File: config.mk
export PLATFORM = sky130hd
export DESIGN_NAME = adc_sampler
export DESIGN_NICKNAME = d
export VERILOG_FILES = /design/src/rtl/adc_sampler.sv
export SDC_FILE = /design/constraint.sdc
export NUM_CORES = 1
export LEC_CHECK = 0
export CAP_MARGIN = 10
export CORE_MARGIN = 2
export CORE_UTILIZATION = 50
export CTS_CLUSTER_DIAMETER = 30
export DETAILED_ROUTE_END_ITERATION = 7
export PLACE_DENSITY = 0.78
export SKIP_CTS_REPAIR_TIMING = 1
export SYNTH_ARGS = -nofsm -noshare
export SYNTH_HDL_FRONTEND = slang
export SYNTH_SLANG_ARGS = --single-unit
File: constraint.sdc
create_clock -name clk -period 3.18 [get_ports clk]
set_input_delay 0.318 -clock clk [delete_from_list [all_inputs] [get_ports clk]]
set_output_delay 0.318 -clock clk [all_outputs]
set_load 0.1 [all_outputs]
File: src/rtl/adc_sampler.sv
// SPI ADC front end: periodic conversion, 16-bit serial capture,
// and a power-of-two moving average over the last samples.
module adc_sampler #(
    parameter int CLK_DIV       = 4,
    parameter int SAMPLE_PERIOD = 50000,
    parameter int AVG_LOG2      = 2
) (
    input  logic               clk,
    input  logic               reset_n,
    input  logic               miso,
    output logic               sclk,
    output logic               cs_n,
    output logic signed [15:0] raw_adc_data,
    output logic               data_valid,
    output logic               busy
);

    localparam int DEPTH = 1 << AVG_LOG2;
    localparam int SW    = 16 + AVG_LOG2;
    localparam int PW    = $clog2(SAMPLE_PERIOD);
    localparam int IW    = (AVG_LOG2 > 0) ? AVG_LOG2 : 1;
    localparam int FW    = AVG_LOG2 + 1;

    typedef enum logic [2:0] {
        IDLE,
        CS_SETUP,
        SHIFT,
        CS_HOLD,
        ACCUM
    } state_t;

    state_t               state_q, state_d;
    logic [PW-1:0]        per_q, per_d;
    logic [7:0]           div_q, div_d;
    logic [3:0]           bcnt_q, bcnt_d;
    logic [15:0]          shreg_q, shreg_d;
    logic                 sclk_q, sclk_d;
    logic                 cs_n_q, cs_n_d;
    logic                 busy_q, busy_d;
    logic                 dv_q, dv_d;
    logic signed [15:0]   raw_q, raw_d;
    logic signed [15:0]   buf_q [DEPTH];
    logic signed [15:0]   buf_d [DEPTH];
    logic signed [SW-1:0] sum_q, sum_d;
    logic [IW-1:0]        wp_q, wp_d;
    logic [FW-1:0]        fill_q, fill_d;

    logic                 start;
    logic                 div_end;
    logic signed [15:0]   sample;

    assign start   = (per_q == PW'(SAMPLE_PERIOD - 1));
    assign div_end = (div_q == 8'(CLK_DIV - 1));
    assign sample  = shreg_q;

    always_comb begin
        state_d = state_q;
        per_d   = start ? '0 : per_q + 1'b1;
        div_d   = div_q;
        bcnt_d  = bcnt_q;
        shreg_d = shreg_q;
        sclk_d  = sclk_q;
        cs_n_d  = cs_n_q;
        dv_d    = 1'b0;
        raw_d   = raw_q;
        buf_d   = buf_q;
        sum_d   = sum_q;
        wp_d    = wp_q;
        fill_d  = fill_q;

        unique case (state_q)
            IDLE: begin
                if (start) begin
                    state_d = CS_SETUP;
                    cs_n_d  = 1'b0;
                    div_d   = '0;
                end
            end
            CS_SETUP: begin
                if (div_end) begin
                    state_d = SHIFT;
                    div_d   = '0;
                    bcnt_d  = '0;
                end else begin
                    div_d = div_q + 8'd1;
                end
            end
            SHIFT: begin
                if (!div_end) begin
                    div_d = div_q + 8'd1;
                end else begin
                    div_d  = '0;
                    sclk_d = !sclk_q;
                    // capture on the cycle sclk is driven high
                    if (!sclk_q) begin
                        shreg_d = {shreg_q[14:0], miso};
                    end else if (bcnt_q == 4'd15) begin
                        state_d = CS_HOLD;
                    end else begin
                        bcnt_d = bcnt_q + 4'd1;
                    end
                end
            end
            CS_HOLD: begin
                if (div_end) begin
                    state_d = ACCUM;
                    cs_n_d  = 1'b1;
                end else begin
                    div_d = div_q + 8'd1;
                end
            end
            ACCUM: begin
                state_d     = IDLE;
                buf_d[wp_q] = sample;
                sum_d = sum_q + SW'(sample) - SW'(buf_q[wp_q]);
                wp_d  = (AVG_LOG2 == 0) ? '0 : wp_q + 1'b1;
                if (fill_q != FW'(DEPTH)) begin
                    fill_d = fill_q + 1'b1;
                end
                if (fill_d == FW'(DEPTH)) begin
                    dv_d  = 1'b1;
                    raw_d = 16'(sum_d >>> AVG_LOG2);
                end
            end
            default: begin
                state_d = IDLE;
            end
        endcase

        busy_d = (state_d != IDLE);
    end

    always_ff @(posedge clk or negedge reset_n) begin
        if (!reset_n) begin
            state_q <= IDLE;
            per_q   <= '0;
            div_q   <= '0;
            bcnt_q  <= '0;
            shreg_q <= '0;
            sclk_q  <= 1'b0;
            cs_n_q  <= 1'b1;
            busy_q  <= 1'b0;
            dv_q    <= 1'b0;
            raw_q   <= '0;
            for (int i = 0; i < DEPTH; i++) begin
                buf_q[i] <= '0;
            end
            sum_q   <= '0;
            wp_q    <= '0;
            fill_q  <= '0;
        end else begin
            state_q <= state_d;
            per_q   <= per_d;
            div_q   <= div_d;
            bcnt_q  <= bcnt_d;
            shreg_q <= shreg_d;
            sclk_q  <= sclk_d;
            cs_n_q  <= cs_n_d;
            busy_q  <= busy_d;
            dv_q    <= dv_d;
            raw_q   <= raw_d;
            buf_q   <= buf_d;
            sum_q   <= sum_d;
            wp_q    <= wp_d;
            fill_q  <= fill_d;
        end
    end

    assign sclk         = sclk_q;
    assign cs_n         = cs_n_q;
    assign busy         = busy_q;
    assign data_valid   = dv_q;
    assign raw_adc_data = raw_q;

endmodule

Word level (Yosys, flattened, before mapping)
Index checks and enable logic that the tools add are counted.

operators by class
  add/sub/neg operators = 7
  order comparisons = 2
  eq/ne operators = 16
  multiplexer cells = 30
  bitwise gates (word level) = 2
  reduce and logical (&&, ||, !) cells = 14

operators with widths
  operator                                                         number
  64-bit bitwise mux                                               1
  16-bit two-way mux                                               4
  16-bit binary-select mux with 2-bit select                       1
  16-bit demux with 2-bit select                                   1
  3-bit two-way mux                                                8
  8-bit two-way mux                                                3
  8-bit one-hot mux with 3 select lines                            1
  18-bit by 16-bit adder with 18-bit output                        1
  18-bit by 16-bit subtractor with 18-bit output                   1
  16-bit by 1-bit adder with 16-bit output, second input constant  1
  16-bit == test, second input constant                            1
  4-bit two-way mux                                                4
  2-bit inequality test, second input constant                     7
  3-bit one-hot mux with 4 select lines                            1
  3-bit AND reduction                                              3
  8-bit by 1-bit adder with 8-bit output, second input constant    1
  8-bit by 2-bit == test with 1-bit output, second input constant  1
  4-bit one-hot mux with 2 select lines                            1
  3-bit by 2-bit == test with 1-bit output, second input constant  2
  3-bit == test, second input constant                             2
  3-bit nonzero test                                               2
  5-bit AND reduction                                              1
  4-bit by 1-bit adder with 4-bit output, second input constant    1
  4-bit == test, second input constant                             1
  other kinds (16)                                                 21

storage, ports and cells
  bits in registers = 154
  bits of input ports = 3

Longest topological paths before layout
  depth in word-level cells = 6
  gate-level depth with buffers = 14
  gate-level depth less buffers = 12

Least setup slack after synthesis
Ideal clock, no wire load.

  path kind = register to register
  start point = register wp_q[0]
  end point = register sum_q[16]
  arrival = 3.382 ns
  setup slack = -0.338 ns
  stages on the path, launching flop included = 14
  clock period less this slack = 3.518 ns
  cell sequence = dfrtp_1 buf_2 buf_2 mux4_2 fa_1 inv_1 ha_1 buf_2 a21oi_1 o21ai_0 or3_1 o21ai_1 xor2_1 o21ai_0

on the way
  longest elaborated chain between the ends = 5

ends and longest elaborated chain
  item                                                    line  text
  start, declared                                         45    logic [IW-1:0] wp_q, wp_d;
  start signal, assigned                                  164   wp_q <= wp_d;
  2-bit inverter with 3-bit output (implied by the code)  115   sum_d = sum_q + SW'(sample) - SW'(buf_q[wp_q]);
  16-bit binary-select mux with 2-bit select              115
  16-bit two-way mux (implied by the code) (2 in a row)   115
  18-bit by 16-bit subtractor with 18-bit output          115
  end signal, assigned                                    163   sum_q <= sum_d;
  end, declared                                           44    logic signed [SW-1:0] sum_q, sum_d;

No other way between the ends. The select of a mux whose other input is x is not followed.
A chain may end at the register's enable or synchronous reset.

Final worst setup path
  start point = register wp_q[0]
  end point = register sum_q[12]

Same word-level chain as after synthesis.

==> flow_summary.json <==
{
  "antenna_found_initial": 0,
  "crit_chain": "buf_12 -> mux4_2 -> fa_1 -> inv_2 -> ha_4 -> nor2b_4 -> o31a_1 -> o21ba_4 -> a31oi_1 -> xor2_1 -> o21ai_0",
  "clk_pin_slew_worst_paths_ps": 60,
  "skew_ps": 14.2,
  "first_global_vias": 5459,
  "slowest_stage": "mux4_2",
  "hpwlAfterDp_um": 10700,
  "yosysSeqAreaShare": 0.483,
  "gr-max-usage-layer": "met2",
  "leakage_nw": 4.49,
  "ant_nets": 0,
  "wl_per_cell_um": 16.1,
  "clock_latency_ps": 430,
  "power_density_nw_per_um2": 428,
  "cp_max_fo": 5,
  "yosys.area.top_type_share": 0.480,
  "synthTopCellsByCount": "153 x dfrtp_1, 77 x inv_1, 75 x nand2_1",
  "netlist_area_um2": 7980,
  "die_w_um": 130,
  "worst_slew_pin_slew_ps": 972,
  "min_path_type": "input port to asynchronous set/reset pin",
  "track_usage": 0.202,
  "synth_nets": 768,
  "port_buffers": 22,
  "grt_max_degree": 68,
  "slew_viol_final": 0,
  "drtIter0Drc": 491,
  "synthCells": 721,
  "synthFlopType": "dfrtp_1",
  "pre_cts_ws_ps": -182,
  "status": "complete, but fails checks",
  "htreeDepth": 4,
  "drc_errors": 0,
  "yosysMostFrequentCell": "dfrtp_1",
  "clock.fmax_mhz": 304,
  "hold_violations": 0,
  "core_area_um2": 15700,
  "initial_core_util": 0.508,
  "crit_arrival_ps": 3580,
  "rsz0062_at_grt": "yes",
  "die_area_um2": 17000,
  "die_h_um": 130,
  "final_nets": 827,
  "drt-total-wl_um": 16200,
  "synth_edf_count": 0,
  "cts_tree": "yes",
  "multi_input_area_um2": 3970,
  "failed_checks": "setup timing",
  "area_delta_synth_final_pct": 20.9,
  "period_needed_ps": 3290,
  "setup.worst_path.end_class": "flop",
  "place_congestion": 0.845,
  "yosysTopAreaCell": "dfrtp_1",
  "rows": 46,
  "synth_seq_cells": 154,
  "crit_required_ps": 3470,
  "fill_cells": 1167,
  "slowest_delay_ps": 520,
  "clock_path_buffers": 2,
  "dr_total_vias": 5525,
  "fin_crit_sh": 1.03,
  "yosysUniqueCellTypes": 58,
  "top_level_ports": 23,
  "met2_usage": 0.340,
  "cts_buffers": 17,
  "grt_use_met3": 0.0422,
  "cp-start-kind": "flop",
  "synth.area.top_cells": "dfrtp_1 48%, mux2_2 9.0%, mux4_2 4.5%",
  "avgViaCountPerCell": 5.48,
  "regArea_um2": 3860,
  "maxCapViolations": 0,
  "drive_gt1_frac": 0.262,
  "cts-root-buf": "clkbuf_16",
  "avgSynthCellArea_um2": 11.1,
  "vdd_drop_max_uv": 366,
  "critPathKind": "flop to flop",
  "layout_setup_ws_ps": -107,
  "finalPower_mw": 4.13,
  "cts.sinks": 154,
  "n_antenna_cell": 0,
  "grt_pass1_wl_um": 26800,
  "async_reset_ff_frac": 1.00,
  "finalSetupViolations": 15,
  "yosysWarningCount": 0,
  "firstDrtPassIters": 5,
  "slew-limit-headroom": 0.350,
  "grt_overflow": 0,
  "grt_use_met1": 0.264
}
[cell type report]
cell class / count / share of cell area
Clock buffer: 21 / 0.0456
Clock inverter: 11 / 0.0180
Inverter: 79 / 0.0307
Multi-Input combinational cell: 460 / 0.412
Sequential cell: 154 / 0.400
Tap cell: 216 / 0.0280
Timing Repair Buffer: 68 / 0.0661
[registers in the layout (all words and copies together), names as in the netlist]
register,count
data_valid,1
sclk,1
state_q,3
bcnt_q,4
buf_q,64
sum_q,18
wp_q,2
busy,1
raw_adc_data,16
fill_q,3
div_q,8
sample,16
cs_n,1
per_q,16
[where the power goes]
part	internal, mW	leakage [nW]	switching [mW]	total [mW]
Combinational	0.00638	2.07	0.0373	0.0437
Sequential	1.96	2.13	0	1.96
Clock	1.32	0.300	0.813	2.13
Total	3.28	4.49	0.850	4.13
[layout by cell type (no fill, tap or decap), types with 4 or more instances in the layout]
master           count
o21ai_1             13
ha_4                10
a31oi_1              6
nor2_1              30
clkbuf_1             4
ha_1                17
xor2_1              20
buf_12               4
o21ai_0             51
clkdlybuf4s50_1     20
clkinv_4             4
xnor2_1             16
a21oi_1             14
nand4_1             10
clkbuf_16           18
dfrtp_1            152
and3_1              11
nand2_1             75
mux4_2              16
bufinv_16            4
fa_1                16
inv_1               74
or3_1                4
buf_4               40
mux2_2              64
a21oi_2              9
nand3_1             14
nor3_1               4
a21o_1               5
[kinds of logic after synthesis]
| family | Yosys count | synth area share |
|---|---|---|
| flip-flops | 154 | 0.483 |
| AND/OR/NAND/NOR | 172 | 0.107 |
| XOR/XNOR | 39 | 0.0428 |
| buffers and inverters | 107 | 0.0535 |
| adder cells (fa/ha/maj) | 44 | 0.0850 |
| AO/OA/AOI/OAI | 122 | 0.0891 |
| multiplexers | 83 | 0.140 |
[metal layers]
metal / routed length (um) / up-vias
li1: - / 2577
met5: 0 / -
met3: 586 / 31
met1: 7200 / 2819
met4: 324 / 0
met2: 8120 / 98
[final timing paths]
check / from / to / slack, ps / cells past startpoint
min: reset_n / div_q[4] / 420 / 2
max: wp_q[0] / sum_q[12] / -110 / 11
max in group asynchronous: reset_n / cs_n / 1930 / 3
min reg2reg: raw_adc_data[5] / raw_adc_data[5] / 480 / 2
min in group clk: miso / sample[0] / 440 / 3
max reg2reg: wp_q[0] / sum_q[12] / -110 / 11
[critical path, delay by kind of cell (launching register included)]
kind                     cells  cell delay, ps
buffers and inverters        2             190
adder cells (fa/ha/maj)      2             750
XOR/XNOR                     1             230
multiplexers                 1             520
flip-flops                   1             430
AO/OA/AOI/OAI                4             890
AND/OR/NAND/NOR              1             120
[metrics by stage]
step | TNS [ps] | cells | cell area (um^2) | hold slack, ps | utilization
finish | -843 | 1009 | 9650 | 422 | 0.614
global route | -3710 | 1009 | 9650 | 467 | 0.614
CTS | -1860 | 1003 | 9390 | -138 | 0.597
detailed placement | -1440 | 971 | 8770 | 321 | 0.558
global placement | -529 | 971 | 8770 | 317 | 0.558
floorplan | -71.0 | 721 | 8090 | 22.4 | -
Power figures use the tool's default switching activity.
